===== config.mk =====
export PLATFORM = sky130hd
export DESIGN_NAME = lsu_mem_master
export DESIGN_NICKNAME = d
export VERILOG_FILES = /design/src/rtl/lsu_pkg.sv /design/src/rtl/lsu_align.sv /design/src/rtl/lsu_mem_master.sv
export SDC_FILE = /design/constraint.sdc
export NUM_CORES = 1
export LEC_CHECK = 0
export CAP_MARGIN = 20
export CORE_ASPECT_RATIO = 1.1
export CORE_UTILIZATION = 45
export CTS_CLUSTER_DIAMETER = 50
export DETAILED_ROUTE_END_ITERATION = 10
export DONT_BUFFER_PORTS = 1
export PLACE_DENSITY = 0.65
export SYNTH_ARGS = -nofsm -noshare
export SYNTH_HDL_FRONTEND = slang
export SYNTH_SLANG_ARGS = --single-unit
export TNS_END_PERCENT = 1

===== constraint.sdc =====
create_clock -name clk -period 3.07 [get_ports clk]
set_input_delay 0.307 -clock clk [delete_from_list [all_inputs] [get_ports clk]]
set_output_delay 0.307 -clock clk [all_outputs]
set_load 0.1 [all_outputs]

===== src/rtl/lsu_pkg.sv =====
`default_nettype none
// ============================================================================
//  Module      : lsu_pkg
//  Description : Shared types and constants for the load/store unit: FSM
//                state encoding and RISC-V load/store funct3 codes.
//  Revision    : 1.0 - initial release
// ============================================================================
package lsu_pkg;

  // Load/store controller states
  typedef enum logic [1:0] {
    IDLE   = 2'd0,
    ACCESS = 2'd1,
    WAIT   = 2'd2,
    DONE   = 2'd3
  } lsu_state_t;

  // funct3 encodings shared by loads and stores (BU/HU are load-only)
  localparam logic [2:0] F3_B  = 3'b000;
  localparam logic [2:0] F3_H  = 3'b001;
  localparam logic [2:0] F3_W  = 3'b010;
  localparam logic [2:0] F3_BU = 3'b100;
  localparam logic [2:0] F3_HU = 3'b101;

  // Width of the read-latency down-counter (latency 1..4 -> count 0..3)
  localparam int CNT_W = 2;

endpackage
`default_nettype wire


===== src/rtl/lsu_align.sv =====
`default_nettype none
// ============================================================================
//  Module      : lsu_align
//  Description : Combinational lane logic for the load/store unit. Produces
//                the store byte mask and lane-replicated write data, extracts
//                and extends load data, and flags misaligned/illegal accesses.
//  Revision    : 1.0 - initial release
// ============================================================================
module lsu_align
  import lsu_pkg::*;
(
  input  logic [2:0]  funct3,
  input  logic [1:0]  addr_lo,
  input  logic        is_write,
  input  logic [31:0] store_data,
  input  logic [31:0] read_data,
  output logic [3:0]  byte_mask,
  output logic [31:0] write_data,
  output logic [31:0] load_data,
  output logic        fault
);

  logic [7:0]  byte_sel;
  logic [15:0] half_sel;

  // Pick the addressed byte and halfword out of the read word
  always_comb begin
    byte_sel = read_data[7:0];
    case (addr_lo)
      2'd0:    byte_sel = read_data[7:0];
      2'd1:    byte_sel = read_data[15:8];
      2'd2:    byte_sel = read_data[23:16];
      default: byte_sel = read_data[31:24];
    endcase
    half_sel = addr_lo[1] ? read_data[31:16] : read_data[15:0];
  end

  // Decode access size into lane enables, write data, load data and fault
  always_comb begin
    fault      = 1'b0;
    byte_mask  = 4'b0000;
    write_data = store_data;
    load_data  = read_data;
    if (is_write) begin
      case (funct3)
        F3_B: begin
          byte_mask  = 4'b0001 << addr_lo;
          write_data = {4{store_data[7:0]}};
        end
        F3_H: begin
          byte_mask  = addr_lo[1] ? 4'b1100 : 4'b0011;
          write_data = {2{store_data[15:0]}};
          fault      = addr_lo[0];
        end
        F3_W: begin
          byte_mask  = 4'b1111;
          write_data = store_data;
          fault      = (addr_lo != 2'b00);
        end
        default: fault = 1'b1;
      endcase
    end else begin
      case (funct3)
        F3_B:  load_data = {{24{byte_sel[7]}}, byte_sel};
        F3_BU: load_data = {24'd0, byte_sel};
        F3_H: begin
          load_data = {{16{half_sel[15]}}, half_sel};
          fault     = addr_lo[0];
        end
        F3_HU: begin
          load_data = {16'd0, half_sel};
          fault     = addr_lo[0];
        end
        F3_W: begin
          load_data = read_data;
          fault     = (addr_lo != 2'b00);
        end
        default: fault = 1'b1;
      endcase
    end
  end

endmodule
`default_nettype wire


===== src/rtl/lsu_mem_master.sv =====
`default_nettype none
// ============================================================================
//  Module      : lsu_mem_master
//  Description : Single-outstanding load/store initiator between the core
//                datapath and the 32-bit data RAM. Aligns the address, places
//                store data on the right byte lanes, waits out the RAM read
//                latency and returns extended load data. Faulting commands
//                complete immediately without touching memory.
//  Revision    : 1.0 - initial release
// ============================================================================
module lsu_mem_master
  import lsu_pkg::*;
#(
  parameter int READ_LATENCY = 1,
  parameter int ADDR_W       = 32
) (
  input  logic              clk,
  input  logic              reset,
  input  logic              lsuStart,
  input  logic              lsuWrite,
  input  logic [2:0]        funct3,
  input  logic [ADDR_W-1:0] addr,
  input  logic [31:0]       storeData,
  output logic              lsuBusy,
  output logic              lsuDone,
  output logic              lsuFault,
  output logic [31:0]       loadResult,
  output logic [ADDR_W-1:0] memAddress,
  output logic [31:0]       memWriteData,
  output logic              memWrite,
  output logic [3:0]        byteMask,
  input  logic [31:0]       memReadData
);

  localparam logic [CNT_W-1:0] WAIT_INIT = CNT_W'(READ_LATENCY - 1);

  lsu_state_t        state;
  logic              write_q;
  logic [2:0]        f3_q;
  logic [1:0]        lo_q;
  logic [ADDR_W-1:0] addr_q;
  logic              fault_q;
  logic [3:0]        mask_q;
  logic [31:0]       wdata_q;
  logic [CNT_W-1:0]  cnt;
  logic [31:0]       load_q;

  logic              is_idle;
  logic [2:0]        al_f3;
  logic [1:0]        al_lo;
  logic              al_wr;
  logic [3:0]        al_mask;
  logic [31:0]       al_wdata;
  logic [31:0]       al_load;
  logic              al_fault;

  // In IDLE the aligner classifies the incoming command; afterwards it
  // works on the latched command so the load path can extract read data.
  assign is_idle = (state == IDLE);
  assign al_f3   = is_idle ? funct3   : f3_q;
  assign al_lo   = is_idle ? addr[1:0] : lo_q;
  assign al_wr   = is_idle ? lsuWrite : write_q;

  lsu_align u_align (
    .funct3     (al_f3),
    .addr_lo    (al_lo),
    .is_write   (al_wr),
    .store_data (storeData),
    .read_data  (memReadData),
    .byte_mask  (al_mask),
    .write_data (al_wdata),
    .load_data  (al_load),
    .fault      (al_fault)
  );

  // Command capture, access sequencing and load-result capture
  always_ff @(posedge clk) begin
    if (reset) begin
      state   <= IDLE;
      write_q <= 1'b0;
      f3_q    <= 3'b000;
      lo_q    <= 2'b00;
      addr_q  <= '0;
      fault_q <= 1'b0;
      mask_q  <= 4'b0000;
      wdata_q <= 32'd0;
      cnt     <= '0;
      load_q  <= 32'd0;
    end else begin
      case (state)
        IDLE: begin
          if (lsuStart) begin
            write_q <= lsuWrite;
            f3_q    <= funct3;
            lo_q    <= addr[1:0];
            fault_q <= al_fault;
            if (al_fault) begin
              // Faulting commands leave the memory-side registers untouched
              state <= DONE;
            end else begin
              addr_q  <= {addr[ADDR_W-1:2], 2'b00};
              mask_q  <= al_mask;
              wdata_q <= al_wdata;
              state   <= ACCESS;
            end
          end
        end
        ACCESS: begin
          if (write_q) begin
            state <= DONE;
          end else begin
            cnt   <= WAIT_INIT;
            state <= WAIT;
          end
        end
        WAIT: begin
          if (cnt == '0) begin
            load_q <= al_load;
            state  <= DONE;
          end else begin
            cnt <= cnt - 1'b1;
          end
        end
        DONE: state <= IDLE;
        default: state <= IDLE;
      endcase
    end
  end

  // Output decode from state and registered command fields
  always_comb begin
    lsuBusy      = (state == ACCESS) || (state == WAIT);
    lsuDone      = (state == DONE);
    lsuFault     = (state == DONE) && fault_q;
    memWrite     = (state == ACCESS) && write_q;
    byteMask     = memWrite ? mask_q : 4'b0000;
    memAddress   = addr_q;
    memWriteData = wdata_q;
    loadResult   = load_q;
  end

endmodule
`default_nettype wire


Word-level counts from Yosys, hierarchy flattened
Index checks and enable logic that the tools add are counted.
{ "word_totals": {"ff_bits": 109, "output_inout_bits": 104, "latch_bits": 0, "mem_bits_ro": 0, "input_bits": 103, "wordCells": 66, "mem_count": 0, "mem_bits_rw": 0} }
{ "op_classes": {"magnitude_cmp": 0, "reduce_logical": 16, "bitwise": 1, "add_sub_neg": 1, "div": 0, "n_mux": 24, "multipliers": 0, "n_eq_ne": 13, "n_shift": 1} }
{ "ops": {"columns": ["op", "count"], "rows": [
  ["$pmux 32 s4", 1],
  ["$mux 32", 2],
  ["$pmux 32 s2", 1],
  ["$pmux 8 s3", 1],
  ["$mux 16", 1],
  ["$mux 2", 6],
  ["$mux 4", 3],
  ["$pmux 4 s3", 1],
  ["$ne 2x2->1 const B", 4],
  ["$pmux 2 s4", 1],
  ["$eq 2x2->1 const B", 3],
  ["$eq 3x3->1 const B", 2],
  ["$logic_not 2->1", 3],
  ["$pmux 1 s3", 2],
  ["$reduce_and 2->1", 3],
  ["$reduce_and 3->1", 2],
  ["$eq 2x1->1 const B", 2],
  ["$pmux 2 s2", 1],
  ["$reduce_bool 2->1", 2],
  ["$reduce_or 2->1", 2],
  ["$shl 1x2->4 const A", 1],
  ["$eq 3x1->1 const B", 1],
  ["$eq 3x2->1 const B", 1],
  ["$logic_not 3->1", 1],
  ["6 further kinds", 9]
]} }

Longest topological paths before layout
{ "depth": {"ltp_word": 9, "ltp_mapped": 11, "mapped_depth_nobuf": 7} }

Cells and area by module
From an unflattened synthesis, not the netlist that was laid out.
{ "hier_totals": {"hier_cells": 693, "area_unflattened_um2": 5464.0} }
{ "by_module_without_submodules": {"columns": ["mod", "n_inst", "cells_each", "area_per_inst_um2", "seq_area_each_um2"], "rows": [
  ["lsu_mem_master", 1, 510, 4124.0, 2182.1],
  ["lsu_align", 1, 183, 1340.0, 0.0]
]} }

Least setup slack after synthesis
OpenSTA, ideal clock, no wires.
{ "synth_path": {"kind": "reg2out", "startpoint": "register state[1]", "endpoint": "output port lsuFault", "path_buffers": 0, "setup_slack_ns": 0.730, "path_stages_with_launch": 3, "arrival_time_ns": 2.033, "t_required_ns": 2.763, "cell_sequence": "dfxtp_1 -> ha_1 -> and2_1"} }
{ "synth_between": {"elab_chain_len": 2} }
{ "synth_lines": {"columns": ["item", "line", "text"], "rows": [
  ["start: declaration", "lsu_mem_master.sv:37", "lsu_state_t state;"],
  ["start signal: assignment", "lsu_mem_master.sv:79", "state <= IDLE;"],
  ["start signal: assignment", "lsu_mem_master.sv:99", "state <= DONE;"],
  ["start signal: assignment", "lsu_mem_master.sv:104", "state <= ACCESS;"],
  ["$eq 2x2->1", null, null],
  ["via lsuDone", "lsu_mem_master.sv:25", "output logic lsuDone,"],
  ["$logic_and 1x1->1", "lsu_mem_master.sv:134", "lsuFault = (state == DONE) && fault_q;"],
  ["end: declaration", "lsu_mem_master.sv:26", "output logic lsuFault,"]
]} }
The timed path passes the listed nets, and every way through them passes these cells.

Final worst setup path
{ "layout_path": {"startpoint": "register state[0]", "endpoint": "register addr_q[16], in the netlist memAddress[16]"} }
{ "layout_between": {"elab_chain_len": 8, "elab_cells_between_ends": 17, "classes_between": "4 x eq/ne; 6 x mux; 1 x bitwise; 6 x reduce/logical"} }
{ "layout_lines": {"columns": ["item", "line", "text"], "rows": [
  ["$logic_not 2->1 (*)", "lsu_mem_master.sv:59, lsu_mem_master.sv:90", null],
  ["$mux 3", "lsu_mem_master.sv:60", "assign al_f3 = is_idle ? funct3 : f3_q;"],
  ["$eq 3x1->1, or another cell as far along", "lsu_align.sv:45, lsu_align.sv:63", null],
  ["$reduce_or 2->1 (no line)", null, null],
  ["$pmux 1 s3", "lsu_align.sv:63", "case (funct3)"],
  ["$mux 1", "lsu_align.sv:44", "if (is_write) begin"],
  ["$not 1->1 (no line)", null, null],
  ["$reduce_and 3->1 (no line) (*)", null, null],
  ["end signal: assignment", "lsu_mem_master.sv:101", "addr_q <= {addr[ADDR_W-1:2], 2'b00};"],
  ["end: declaration", "lsu_mem_master.sv:41", "logic [ADDR_W-1:0] addr_q;"]
]} }
Mark *: on every way between the ends. The rest lies on a longest branch, timed or not.
A chain may end at the register's enable or synchronous reset.

==> flow_summary.json <==
{
  "syn_inst": 683,
  "vias_per_cell": 5.902,
  "grt_pass1_wl_mm": 22.97,
  "fin_area_um2": 5783,
  "layout.nets": 768,
  "drv_cap": 0,
  "worstPathRequired_ns": 3.35,
  "seq_area_um2": 2182,
  "relSlewSlack_pct": 31.71,
  "h-tree-depth": 3,
  "cts_tree": "built",
  "ant_nets": 0,
  "finalNonFillerCells": 815,
  "core_area_um2": 11490,
  "synth_top_cells_by_area": "dfxtp_1, nand2_1, a21oi_1",
  "synth_top_cells_by_count": "nand2_1, dfxtp_1, a21oi_1, nor2_1, clkbuf_1",
  "syn_area_um2": 5315,
  "n_antenna_cell": 0,
  "drc_errors": 0,
  "gp_congestion": 0.8825,
  "slew_viol_final": 0,
  "cts_root_buffer": "clkbuf_16",
  "outcome": "finished clean",
  "critical_path_class": "flip-flop to flip-flop",
  "syn_to_final_growth_pct": 8.804,
  "fill_cells": 1144,
  "final.min_clock_period_ns": 2.775,
  "slowest_delay_ns": 0.65,
  "clock_latency_ns": 0.35,
  "ys_types": 48,
  "clock_skew_ns": 0.007722,
  "worst_pin_slew_ns": 1.023,
  "critPathCaptureType": "flip-flop",
  "drive_gt1_share_pct": 10.83,
  "fin_crit_sh_pct": 90.40,
  "holdBufCountCts": 0,
  "cts_setup_buffers": 0,
  "vdd_drop_max_v": 0.0006160,
  "final_util_pct": 50.33,
  "ctsResizeCount": 0,
  "synth.most_common_cell": "nand2_1",
  "ys.flop_type": "dfxtp_1",
  "clkSinkCount": 109,
  "synth.top_cell.area_share_pct": 41.05,
  "drt_pre_antenna_iters": 5,
  "crit_arrival_ns": 3.06,
  "cellLeakagePower_nw": 2.097,
  "hp-class": "input port to flip-flop",
  "cp_slowest_cell": "a31o_2",
  "synth-edff-count": 0,
  "grt_max_degree": 93,
  "io_buffers": 0,
  "dp.cells": 799,
  "cpMostUsedCell": "buf_12",
  "grt.overflow.total": 0,
  "routed_wl_mm": 15.10,
  "clk_pin_slew_ns": 0.08,
  "cts_made_buffers": 9,
  "total_power_mw": 7.917,
  "ys_seq_area_share_pct": 41.05,
  "async_reset_ff_share_pct": 0,
  "ys_warn_count": 0,
  "drt-wirelength-per-cell_um": 18.53,
  "first_iter_violations": 337,
  "synth-seq-cells": 109,
  "power.density_nw_per_um2": 1369,
  "cp_max_fo": 35,
  "path_cells": "inv_1, ha_1, buf_12, nor3_1, o22ai_1, a31o_2, buf_12, nand2_1, a21oi_1",
  "initial_core_util_pct": 46.25,
  "antenna_found_initial": 0,
  "rsz0062_at_grt": "no",
  "synth_area_per_cell_um2": 7.782,
  "ios": 207,
  "groute.usage.overall_pct": 23.58,
  "finalSetupViolCount": 0,
  "clk_path_buf_depth": 2,
  "hpwl_mm": 10.79,
  "fin_tns_setup_ns": 0,
  "multi_input_area_um2": 2836,
  "num_rows": 41,
  "final_hold_viol_count": 0,
  "dieArea_um2": 12250,
  "die_x_um": 105.6,
  "die_h_um": 116.0,
  "placed_area_um2": 5480,
  "max_freq_ghz": 0.3603,
  "worstSetupStartpointType": "flip-flop",
  "vias": 4810,
  "grt_pass1_vias": 4527,
  "netlist.top_cell.by_area": "dfxtp_1"
}
final cells by class:
cell class	count	share of cell area, %
multi-input cells	503	49.05
clock buffers	9	3.894
flip-flops and latches	109	37.73
repair buffers	26	4.024
inverters	11	0.7140
clock inverters	7	1.341
well taps	150	3.245
per-stage QoR:
stage	hold slack (ns)	setup WS, ns
after floorplan	0.4276	0.7302
after global placement	0.3869	0.4714
after detailed placement	0.3859	0.3470
after CTS	0.005597	0.3275
after global routing	0.003669	0.1205
final	0.01218	0.2947
state kept, by name (all words and copies together) (netlist names):
| signal | cells |
|---|---|
| memAddress | 30 |
| memWriteData | 32 |
| f3_q | 3 |
| lo_q | 2 |
| cnt | 2 |
| state | 2 |
| loadResult | 32 |
| mask_q | 4 |
| write_q | 1 |
| fault_q | 1 |
cell usage in the layout (no fill, tap or decap), types with 13 or more instances in the layout:
master and instances:
nor2_1 53, dfxtp_1 109, or3_1 24, a21oi_1 90
mux2i_1 18, nand2_1 146, o21ai_0 16, nor3_1 21
and3_1 13, buf_4 23
critical path: cells and delay by family (launching register included):
kind	cells	cell delay [ns]
fa+ha+maj	1	0.39
compound gates	3	1.17
buf+inv	3	0.63
simple gates	2	0.16
flops	1	0.33
logic make-up after synthesis:
group,Yosys count,synth area share [%]
AOI/OAI and AO/OA,170,19.54
and+or+nand+nor,298,26.32
adders and majority gates,5,1.177
other,1,0.07055
muxes,28,5.555
DFF,109,41.05
buffers and inverters,72,6.285
report_power, final:
| part | switching [mW] | internal (mW) |
|---|---|---|
| logic | 1.59 | 0.842 |
| registers | 2.53 | 1.78 |
| clock network | 0.597 | 0.582 |
| total | 4.71 | 3.20 |
final timing paths:
path                                        startpoint                     endpoint  slack (ns)  cells past startpoint
worst max-delay path             state[0]$_SDFFE_PP0P_  memAddress[16]$_SDFFE_PP0P_        0.29                      9
worst min-delay path                             reset  loadResult[28]$_SDFFE_PP0P_        0.01                      1
worst max register to register   state[0]$_SDFFE_PP0P_  memAddress[16]$_SDFFE_PP0P_        0.29                      9
worst min register to register  mask_q[1]$_SDFFE_PP0P_       mask_q[1]$_SDFFE_PP0P_        0.45                      2
per-layer routing:
metal,global-route usage (%),vias up,routed length (um)
li1,-,2336,-
met1,28.30,2270,6123
met2,39.74,187,7394
met3,8.436,17,1388
met4,7.315,0,196
met5,0,-,0
Note: power is estimated with default switching activity, not from simulation.
